$ cat config.mk
export PLATFORM = sky130hd
export DESIGN_NAME = param_index_counter
export DESIGN_NICKNAME = d
export VERILOG_FILES = /design/src/rtl/param_index_counter_pkg.sv /design/src/rtl/param_index_counter.sv
export SDC_FILE = /design/constraint.sdc
export NUM_CORES = 1
export LEC_CHECK = 0
export CAP_MARGIN = 30
export CORE_AREA = 2 2 39 41
export CTS_BUF_LIST = sky130_fd_sc_hd__clkbuf_2
export CTS_CLUSTER_DIAMETER = 120
export DETAILED_ROUTE_END_ITERATION = 8
export DIE_AREA = 0 0 41 43
export GPL_TIMING_DRIVEN = 0
export PLACE_DENSITY_LB_ADDON = 0.3
export SLEW_MARGIN = 10
export SYNTH_ARGS = -nofsm -noshare
export SYNTH_HDL_FRONTEND = slang
export SYNTH_SLANG_ARGS = --single-unit
export TNS_END_PERCENT = 100
$ cat constraint.sdc
create_clock -name clk -period 3.8 [get_ports clk]
set_input_delay 0.76 -clock clk [delete_from_list [all_inputs] [get_ports clk]]
set_output_delay 0.76 -clock clk [all_outputs]
set_load 0.03 [all_outputs]
$ cat src/rtl/param_index_counter_pkg.sv
// Shared definitions for the digital-lock index counter: end-of-range modes,
// lock-level default digit-count geometry and the per-edge command decode.
package param_index_counter_pkg;

  localparam int CNT_SAT  = 0;
  localparam int CNT_WRAP = 1;

  localparam int LOCK_DIGIT_WIDTH = 3;
  localparam int LOCK_DIGIT_MAX   = 7;

  typedef enum logic [2:0] {
    CMD_HOLD,
    CMD_CLR,
    CMD_LOAD,
    CMD_INC,
    CMD_DEC
  } cmd_e;

  // Resolves the clr > load > (inc XOR dec) > hold priority for one edge.
  function automatic cmd_e decodeCmd(input logic clr, input logic load,
                                     input logic inc, input logic dec);
    cmd_e cmd;
    cmd = CMD_HOLD;
    if (clr)
      cmd = CMD_CLR;
    else if (load)
      cmd = CMD_LOAD;
    else if (inc && !dec)
      cmd = CMD_INC;
    else if (dec && !inc)
      cmd = CMD_DEC;
    return cmd;
  endfunction

endpackage

$ cat src/rtl/param_index_counter.sv
// Parametrised up/down index counter with saturate or wrap range ends, load with
// silent clamp, synchronous clear and registered boundary event pulses.
module param_index_counter
  import param_index_counter_pkg::*;
#(
  parameter int WIDTH   = LOCK_DIGIT_WIDTH,
  parameter int MAX_VAL = LOCK_DIGIT_MAX,
  parameter int STEP    = 1,
  parameter int WRAP    = CNT_SAT
) (
  input  logic             clk,
  input  logic             rst,
  input  logic             clr,
  input  logic             load,
  input  logic [WIDTH-1:0] load_val,
  input  logic             inc,
  input  logic             dec,
  output logic [WIDTH-1:0] index,
  output logic             at_max,
  output logic             at_min,
  output logic             sat_hit,
  output logic             wrapped
);

  // Range arithmetic is one bit wider so index+STEP cannot overflow before compare.
  localparam logic [WIDTH:0]   MAX_EXT  = (WIDTH+1)'(MAX_VAL);
  localparam logic [WIDTH:0]   STEP_EXT = (WIDTH+1)'(STEP);
  localparam logic [WIDTH:0]   MOD_EXT  = (WIDTH+1)'(MAX_VAL + 1);
  localparam logic [WIDTH-1:0] MAX_W    = WIDTH'(MAX_VAL);
  localparam bit               IS_WRAP  = (WRAP == CNT_WRAP);

  logic [WIDTH-1:0] r_index;
  logic             r_event;

  cmd_e             w_cmd;
  logic [WIDTH:0]   w_idxExt;
  logic [WIDTH:0]   w_sum;
  logic             w_upOver;
  logic             w_downUnder;
  logic [WIDTH-1:0] w_nextIndex;
  logic             w_nextEvent;

  assign w_cmd       = decodeCmd(clr, load, inc, dec);
  assign w_idxExt    = {1'b0, r_index};
  assign w_sum       = w_idxExt + STEP_EXT;
  assign w_upOver    = (w_sum > MAX_EXT);
  assign w_downUnder = (w_idxExt < STEP_EXT);

  always_comb begin
    w_nextIndex = r_index;
    w_nextEvent = 1'b0;
    unique case (w_cmd)
      CMD_CLR: begin
        w_nextIndex = '0;
      end
      CMD_LOAD: begin
        w_nextIndex = (load_val > MAX_W) ? MAX_W : load_val;
      end
      CMD_INC: begin
        if (w_upOver) begin
          w_nextEvent = 1'b1;
          w_nextIndex = IS_WRAP ? WIDTH'(w_sum - MOD_EXT) : MAX_W;
        end else begin
          w_nextIndex = WIDTH'(w_sum);
        end
      end
      CMD_DEC: begin
        if (w_downUnder) begin
          w_nextEvent = 1'b1;
          w_nextIndex = IS_WRAP ? WIDTH'(w_idxExt + MOD_EXT - STEP_EXT) : '0;
        end else begin
          w_nextIndex = WIDTH'(w_idxExt - STEP_EXT);
        end
      end
      default: begin
        w_nextIndex = r_index;
        w_nextEvent = 1'b0;
      end
    endcase
  end

  always_ff @(posedge clk or negedge rst) begin
    if (!rst) begin
      r_index <= '0;
      r_event <= 1'b0;
    end else begin
      r_index <= w_nextIndex;
      r_event <= w_nextEvent;
    end
  end

  // One event register serves both pulses; the build mode picks which one it drives.
  assign index   = r_index;
  assign at_max  = (r_index == MAX_W);
  assign at_min  = (r_index == '0);
  assign sat_hit = !IS_WRAP && r_event;
  assign wrapped = IS_WRAP && r_event;

endmodule

======== Yosys cells after proc, flatten, opt, wreduce, memory -nomap -nowiden ========
Index checks and enable logic that the tools add are counted.
cells by class
  add/subtract/negate cells ............... 2
  multipliers ............................. 0
  divide/modulo/power cells ............... 0
  $lt $le $gt $ge ......................... 3
  equality and inequality tests ........... 5
  shifts and indexed selects .............. 0
  multiplexer cells ....................... 11
  bitwise logic cells ..................... 0
  reduce and logical (&&, ||, !) cells .... 6
operators with widths
  kind                 number
  $mux 3               7
  $pmux 3 s4           1
  $eq 3x2->1 const B   2
  $eq 3x3->1 const B   2
  $add 3x1->4 const B  1
  $gt 4x3->1 const B   1
  $reduce_bool 4->1    1
  $eq 3x1->1 const B   1
  $gt 3x3->1 const B   1
  $logic_not 3->1      1
  $lt 3x1->1 const B   1
  $sub 3x1->3 const B  1
  $logic_and 1x1->1    2
  $logic_not 1->1      2
  $mux 1               2
  $pmux 1 s2           1
word-level totals
  register bits after elaboration ......... 4
  latch bits .............................. 0
  RAM bits ................................ 0
  ROM bits ................................ 0
  bits of input ports ..................... 9
  output and inout port bits .............. 7
  word-level logic and storage cells ...... 29
  memories kept ........................... 0

======== Logic depth before layout (Yosys ltp) ========
Gate-level depths: netlist (run 1).
  word-level depth ........................ 8
  gate-level depth with buffers ........... 5
  depth with buffers taken out ............ 5

======== Worst setup path after synthesis (run 1) ========
No wires, ideal clock.
  path kind ............................... register -> output
  from .................................... register r_index[0] (netlist: index[0])
  to ...................................... output at_min
  data arrival time ....................... 1298 ps
  data required time ...................... 3040 ps
  setup slack ............................. 1742 ps
  stages on the path, launching flop included .. 4
  buffers on the path ..................... 0
  path through ............................ dfrtp_1 -> inv_1 -> ha_1 -> nor2b_1
between the ends
  longest elaborated chain between the ends .. 1
ends and longest elaborated chain
  what                    RTL line                   RTL
  start, declared         param_index_counter.sv:32  logic [WIDTH-1:0] r_index;
  start signal, assigned  param_index_counter.sv:87  r_index <= w_nextIndex;
  $logic_not 3->1         param_index_counter.sv:95  assign at_min = (r_index == '0);
  end, declared           param_index_counter.sv:20  output logic at_min,
Every way passes these cells.

======== Final worst setup path (run 1) ========
Same ends and word-level chain as after synthesis.

==> impl_metrics.toml, run 1 <==
[global_routing]
grtUsageMet2_pct = 16.56
antenna_found_initial = 0
grt_max_degree = 10
grt.total_usage_pct = 12.10
grt_pass1_wl_um = 1435
met3_usage_pct = 6.806
grt_pass1_vias = 358
grt_overflow = 0
grt.met1_usage_pct = 15.64
grt.busiest_layer = "met2"

[cells_and_area]
post-route-util_pct = 40.69
drive_above_1_share_pct = 19.30
fin_nets = 72
n_antenna_cell = 0
area_growth_pct = 41.51
fillers = 144

[worst_setup_path]
max_stage_delay_ns = 0.67
critPathSlowestCell = "clkdlybuf4s50_1"
crit_buf_inv = 2
critical_path_class = "flip-flop to output pin"
critPathRequiredTime_ns = 3.04
cp_max_fo = 8
worstPathCellList = "inv_1 -> ha_1 -> nor2b_1 -> clkdlybuf4s50_1"
cp_data_arrival_time_ns = 1.76
critPathLaunchType = "flip-flop"
critPathTopFamily = "buffers and inverters"
cp-end-kind = "output pin"

[floorplanning]
rows = 14
design.core.area_um2 = 1384
ios = 16
die_x_um = 41
die_h_um = 43
floorplan.initialDensity_pct = 28.75
die-area_um2 = 1763

[detailed_routing]
drc_errors = 0
wire_per_inst_um = 11.19
first_pass_iters = 4
ant_nets = 0
drt-total-wl_um = 817
routed_via_density = 4.904
via_count = 358
first_iter_violations = 5

[clocking]
htreeDepth = 1
cts_root_buf = "clkbuf_2"
clock_latency_ns = 0.20
clk_pin_slew_ns = 0.04
cts_tree = "done"
post_cts_buffers = 0
cts_buffers = 3
post_cts_resized = 0
holdBufCountCts = 0
clkSinkCount = 4
clk_path_buf_depth = 2

[yosys]
yosys_warnings = 0
synth_nets = 54
syn_inst = 41
synth_top_area_share_pct = 25.16
ys_types = 29
yosysSeqAreaShare_pct = 25.16
ys_ff_latch = 4
yosysTopAreaCell = "dfrtp_1"
syn_area_um2 = 397.9
synth_common_cells = "dfrtp_1 (4), ha_1 (4), inv_1 (3)"
synth-edff-count = 0
synth_ff_type = "dfrtp_1"
postSynth.asyncResetShare_pct = 100.0
syn_area_per_cell_um2 = 9.704
synth.area.top_cells = "dfrtp_1 (25%), ha_1 (13%), a2111oi_2 (3.8%), a221oi_2 (3.8%), buf_4 (3.8%)"

[power_and_ir_drop]
ir_drop_v = 0.0002139
seqPwrFrac_pct = 33.8
p_int_uw = 98.11
powerDensity_nw_per_um2 = 267.0
p_sw_uw = 52.22
clock_power_share_pct = 24.9
power_leakage_nw = 0.2495
p_sw_share_pct = 34.74
combPwrFrac_pct = 41.4

[sta]
fmax_ghz = 0.3975
fin_setup_tns_ns = 0
maxSlewViolCount = 0
period_needed_ns = 2.516
hold_viol_final = 0
skew_ns = 0.001316
setup_violations = 0
rsz0062_at_grt = "false"
finalCritPeriodShare_pct = 66.20

[run]
cap_violations = 0

[placement]
io_buffers = 13
dpl.hpwl_um = 624.1
place_congestion = 0.7067

[run_status]
outcome = "finished, final reports clean"

[hold_path]
hold_class = "flip-flop to flip-flop"
logic make-up after synthesis:
logic type,Yosys count,share of synthesized area [%]
xor+xnor,1,2.202
other cells,1,0.9425
simple gates,14,24.22
compound gates,10,22.95
flops,4,25.16
buf+inv,6,9.432
mux,1,2.516
fa+ha+maj,4,12.58
path summary, 6_finish.rpt:
check	startpoint	slack, ns	cells after the start	endpoint
setup / recovery	index[0]	1.28	4	at_min
hold / removal	index[1]	0.68	2	index[1]
setup reg to reg	index[0]	2.26	5	index[2]
hold reg to reg	index[1]	0.68	2	index[1]
max in group asynchronous	rst	2.89	1	index[1]
min in group asynchronous	rst	0.75	1	index[0]
metrics by stage:
| stage | total power, mW | cell area, µm² | hold WS [ns] | std cells | setup WS (ns) |
|---|---|---|---|---|---|
| global route | 0.1628 | 563.0 | 0.7310 | 73 | 1.165 |
| finish | 0.1503 | 563.0 | 0.6752 | 73 | 1.284 |
| detailed placement | 0.1140 | 548.0 | 0.6793 | 70 | 1.484 |
| global placement | 0.1145 | 548.0 | 0.6839 | 70 | 1.486 |
| floorplan | 0.09003 | 397.9 | 0.4644 | 41 | 1.742 |
| CTS | 0.1546 | 563.0 | 0.6897 | 73 | 1.249 |
cells in the final DEF (no fill, tap or decap):
cell,n
clkdlybuf4s50_1,13
ha_1,4
dfrtp_1,4
inv_1,3
clkbuf_2,3
buf_4,2
nor3_1,2
nor2_1,2
nand2_1,2
buf_6,1
nor2b_1,1
and2b_4,1
nor3_2,1
nor2b_4,1
and3_1,1
a22oi_1,1
a211o_1,1
o21ai_1,1
and4_1,1
a311oi_1,1
a221oi_2,1
and3b_1,1
a21oi_1,1
nand3b_1,1
a2111oi_2,1
o221ai_1,1
mux2i_1,1
xnor2_1,1
o32ai_1,1
a31o_1,1
conb_1,1
power by group through the flow:
stage / clock network, mW / logic [mW] / registers, mW
floorplan: 0 / 0.0340 / 0.0560
finish: 0.0374 / 0.0622 / 0.0507
CTS: 0.0409 / 0.0628 / 0.0508
detailed placement: 0 / 0.0626 / 0.0514
global route: 0.0431 / 0.0682 / 0.0515
global placement: 0 / 0.0630 / 0.0515
state kept, by name, indices dropped and copies added (netlist names):
signal and flops:
index 3, sat_hit 1
worst min-delay path, delay by kind of cell, from the launching register on:
family,cells,cell delay (ns)
simple gates,1,0.08
compound gates,1,0.07
flops,1,0.48
layer usage:
layer  vias to the layer above  share of wire, %
met1                       158                50
met4                         0                 0
met2                        14                41
met5                         -                 0
met3                         0               9.5
li1                        186                 -
final cells by class:
cell class,instances,area (µm²),share of cell area [%]
Multi-Input combinational cell,31,260.3,46.22
Timing Repair Buffer,13,130.1,23.11
Sequential cell,4,100.1,17.78
Buffer,3,26.28,4.667
Tap cell,16,20.02,3.556
Clock buffer,3,15.01,2.667
Inverter,3,11.26,2.000
No activity file was read; power rests on OpenSTA's default activity.
==> run 2, diff against run 1 <==
Clock period 3.8 ns to 2 ns, I/O delays scaled along.
==> run 2 against run 1 <==
Compared with the run above: sequential cell count is the same; routed wire length is the same; sequential share of layout area grew 0.26 points; global-route usage is the same; first-iteration DRC count is the same.
==> impl_metrics.toml, run 2 (synthesis results as in run 1) <==
[power_and_ir_drop]
powerDensity_nw_per_um2 = 504.6
ir_drop_v = 0.0004064
power_leakage_nw = 0.2543

[sta]
rsz0062_at_grt = "false"
fmax_ghz = 0.5421
period_needed_ns = 1.845
maxSlewViolCount = 0
fin_setup_tns_ns = 0
setup_violations = 0
finalCritPeriodShare_pct = 92.23
hold_viol_final = 0
skew_ns = 0.001312

[worst_setup_path]
worstPathCellList = "inv_1 -> ha_1 -> nor2b_1 -> dlygate4sd2_1"
cp_data_arrival_time_ns = 1.44
max_stage_delay_ns = 0.45
ff2ff_setup_slack_ns = 0.48
critPathLaunchType = "flip-flop"
cp_max_fo = 8
critPathSlowestCell = "dfrtp_2"
critPathRequiredTime_ns = 1.60
cp-end-kind = "output pin"
r2r_cells = 5
critical_path_class = "flip-flop to output pin"

[global_routing]
grt_pass1_vias = 358
antenna_found_initial = 0
grt_max_degree = 10
grt.total_usage_pct = 12.10
grt_overflow = 0
grt_pass1_wl_um = 1435
grt.busiest_layer = "met2"
grtUsageMet2_pct = 16.56
met3_usage_pct = 6.806
grt.met1_usage_pct = 15.64

[detailed_routing]
via_count = 358
first_pass_iters = 4
first_iter_violations = 5
drc_errors = 0
ant_nets = 0
drt-total-wl_um = 817
routed_via_density = 4.904
wire_per_inst_um = 11.19

[clocking]
cts_tree = "done"
cts_root_buf = "clkbuf_2"
clk_path_buf_depth = 2
clock_latency_ns = 0.20
cts_buffers = 3
clk_pin_slew_ns = 0.04
htreeDepth = 1
clkSinkCount = 4

[floorplanning]
floorplan.initialDensity_pct = 28.75
rows = 14
die_h_um = 43
die_x_um = 41
design.core.area_um2 = 1384
die-area_um2 = 1763
ios = 16

[cells_and_area]
mostFrequentLayoutCells = "clkdlybuf4s50_1 (11), ha_1 (4), inv_1 (3), clkbuf_2 (3), dfrtp_1 (3)"
area_growth_pct = 41.19
post-route-util_pct = 40.60
n_antenna_cell = 0
largest_reg_flops = 3
fin_nets = 72
drive_above_1_share_pct = 21.05
layout_commonest_cell = "clkdlybuf4s50_1"

[placement]
io_buffers = 13
place_congestion = 0.7067
dpl.hpwl_um = 624.1

[hold_path]
hold_class = "primary input to async pin"

[run_status]
outcome = "finished, final reports clean"

[run]
cap_violations = 0
==> run 2: cell count changes in the layout (fill, tap and decap cells not counted), sizes merged <==
cell / delta
clkdlybuf4s50: -2
dlygate4sd2: +2
==> run 2: repair_timing <==
action,4_1_cts,5_1_grt
setup endpoints to repair,2,1
buffers inserted,0,0
hold buffers,0,0
resized for setup,2,1
==> run 2: final timing paths <==
check	startpoint	end
worst max register to register	index[1]	index[2]
min in group clk	load	sat_hit
worst min register to register	index[1]	index[1]
max in group asynchronous	rst	index[0]
worst max-delay path	index[0]	at_min
worst min-delay path	rst	index[2]
==> run 2: cell type report <==
class / count / area [µm²]
Buffer: 3 / 26.28
Clock buffer: 3 / 15.01
Fill cell: 145 / 822.0
Inverter: 3 / 11.26
Multi-Input combinational cell: 31 / 260.3
Sequential cell: 4 / 101.3
Tap cell: 16 / 20.02
Timing Repair Buffer: 13 / 127.6
==> run 2: critical path, delay by kind of cell (launching register included) <==
kind / cells / cell delay [ns]
fa+ha+maj: 1 / 0.15
flops: 1 / 0.45
simple gates: 1 / 0.11
buf+inv: 2 / 0.53
==> run 2: metal layers <==
| metal | wire [µm] | up-vias |
|---|---|---|
| met2 | 331 | 14 |
| met3 | 78 | 0 |
| met4 | 0 | 0 |
| li1 | - | 186 |
| met1 | 407 | 158 |
| met5 | 0 | - |
==> run 2: where the power goes <==
part | internal, mW | switching, mW
combinational | 0.0569 | 0.0587
clock | 0.0403 | 0.0308
sequential | 0.0872 | 0.00961
total | 0.184 | 0.0991
==> run 2: stage by stage <==
stage / cell area (µm²) / total power [mW] / hold WS, ns / std cells / setup slack (ns)
floorplan: 397.9 / 0.1711 / 0.1044 / 41 / 0.3018
detailed placement: 548.0 / 0.2167 / 0.6117 / 70 / 0.04357
CTS: 560.5 / 0.2912 / 0.3799 / 73 / 0.08284
finish: 561.8 / 0.2835 / 0.3936 / 73 / 0.1554
global placement: 548.0 / 0.2176 / 0.6126 / 70 / 0.04635
global route: 561.8 / 0.3072 / 0.3877 / 73 / 0.04770
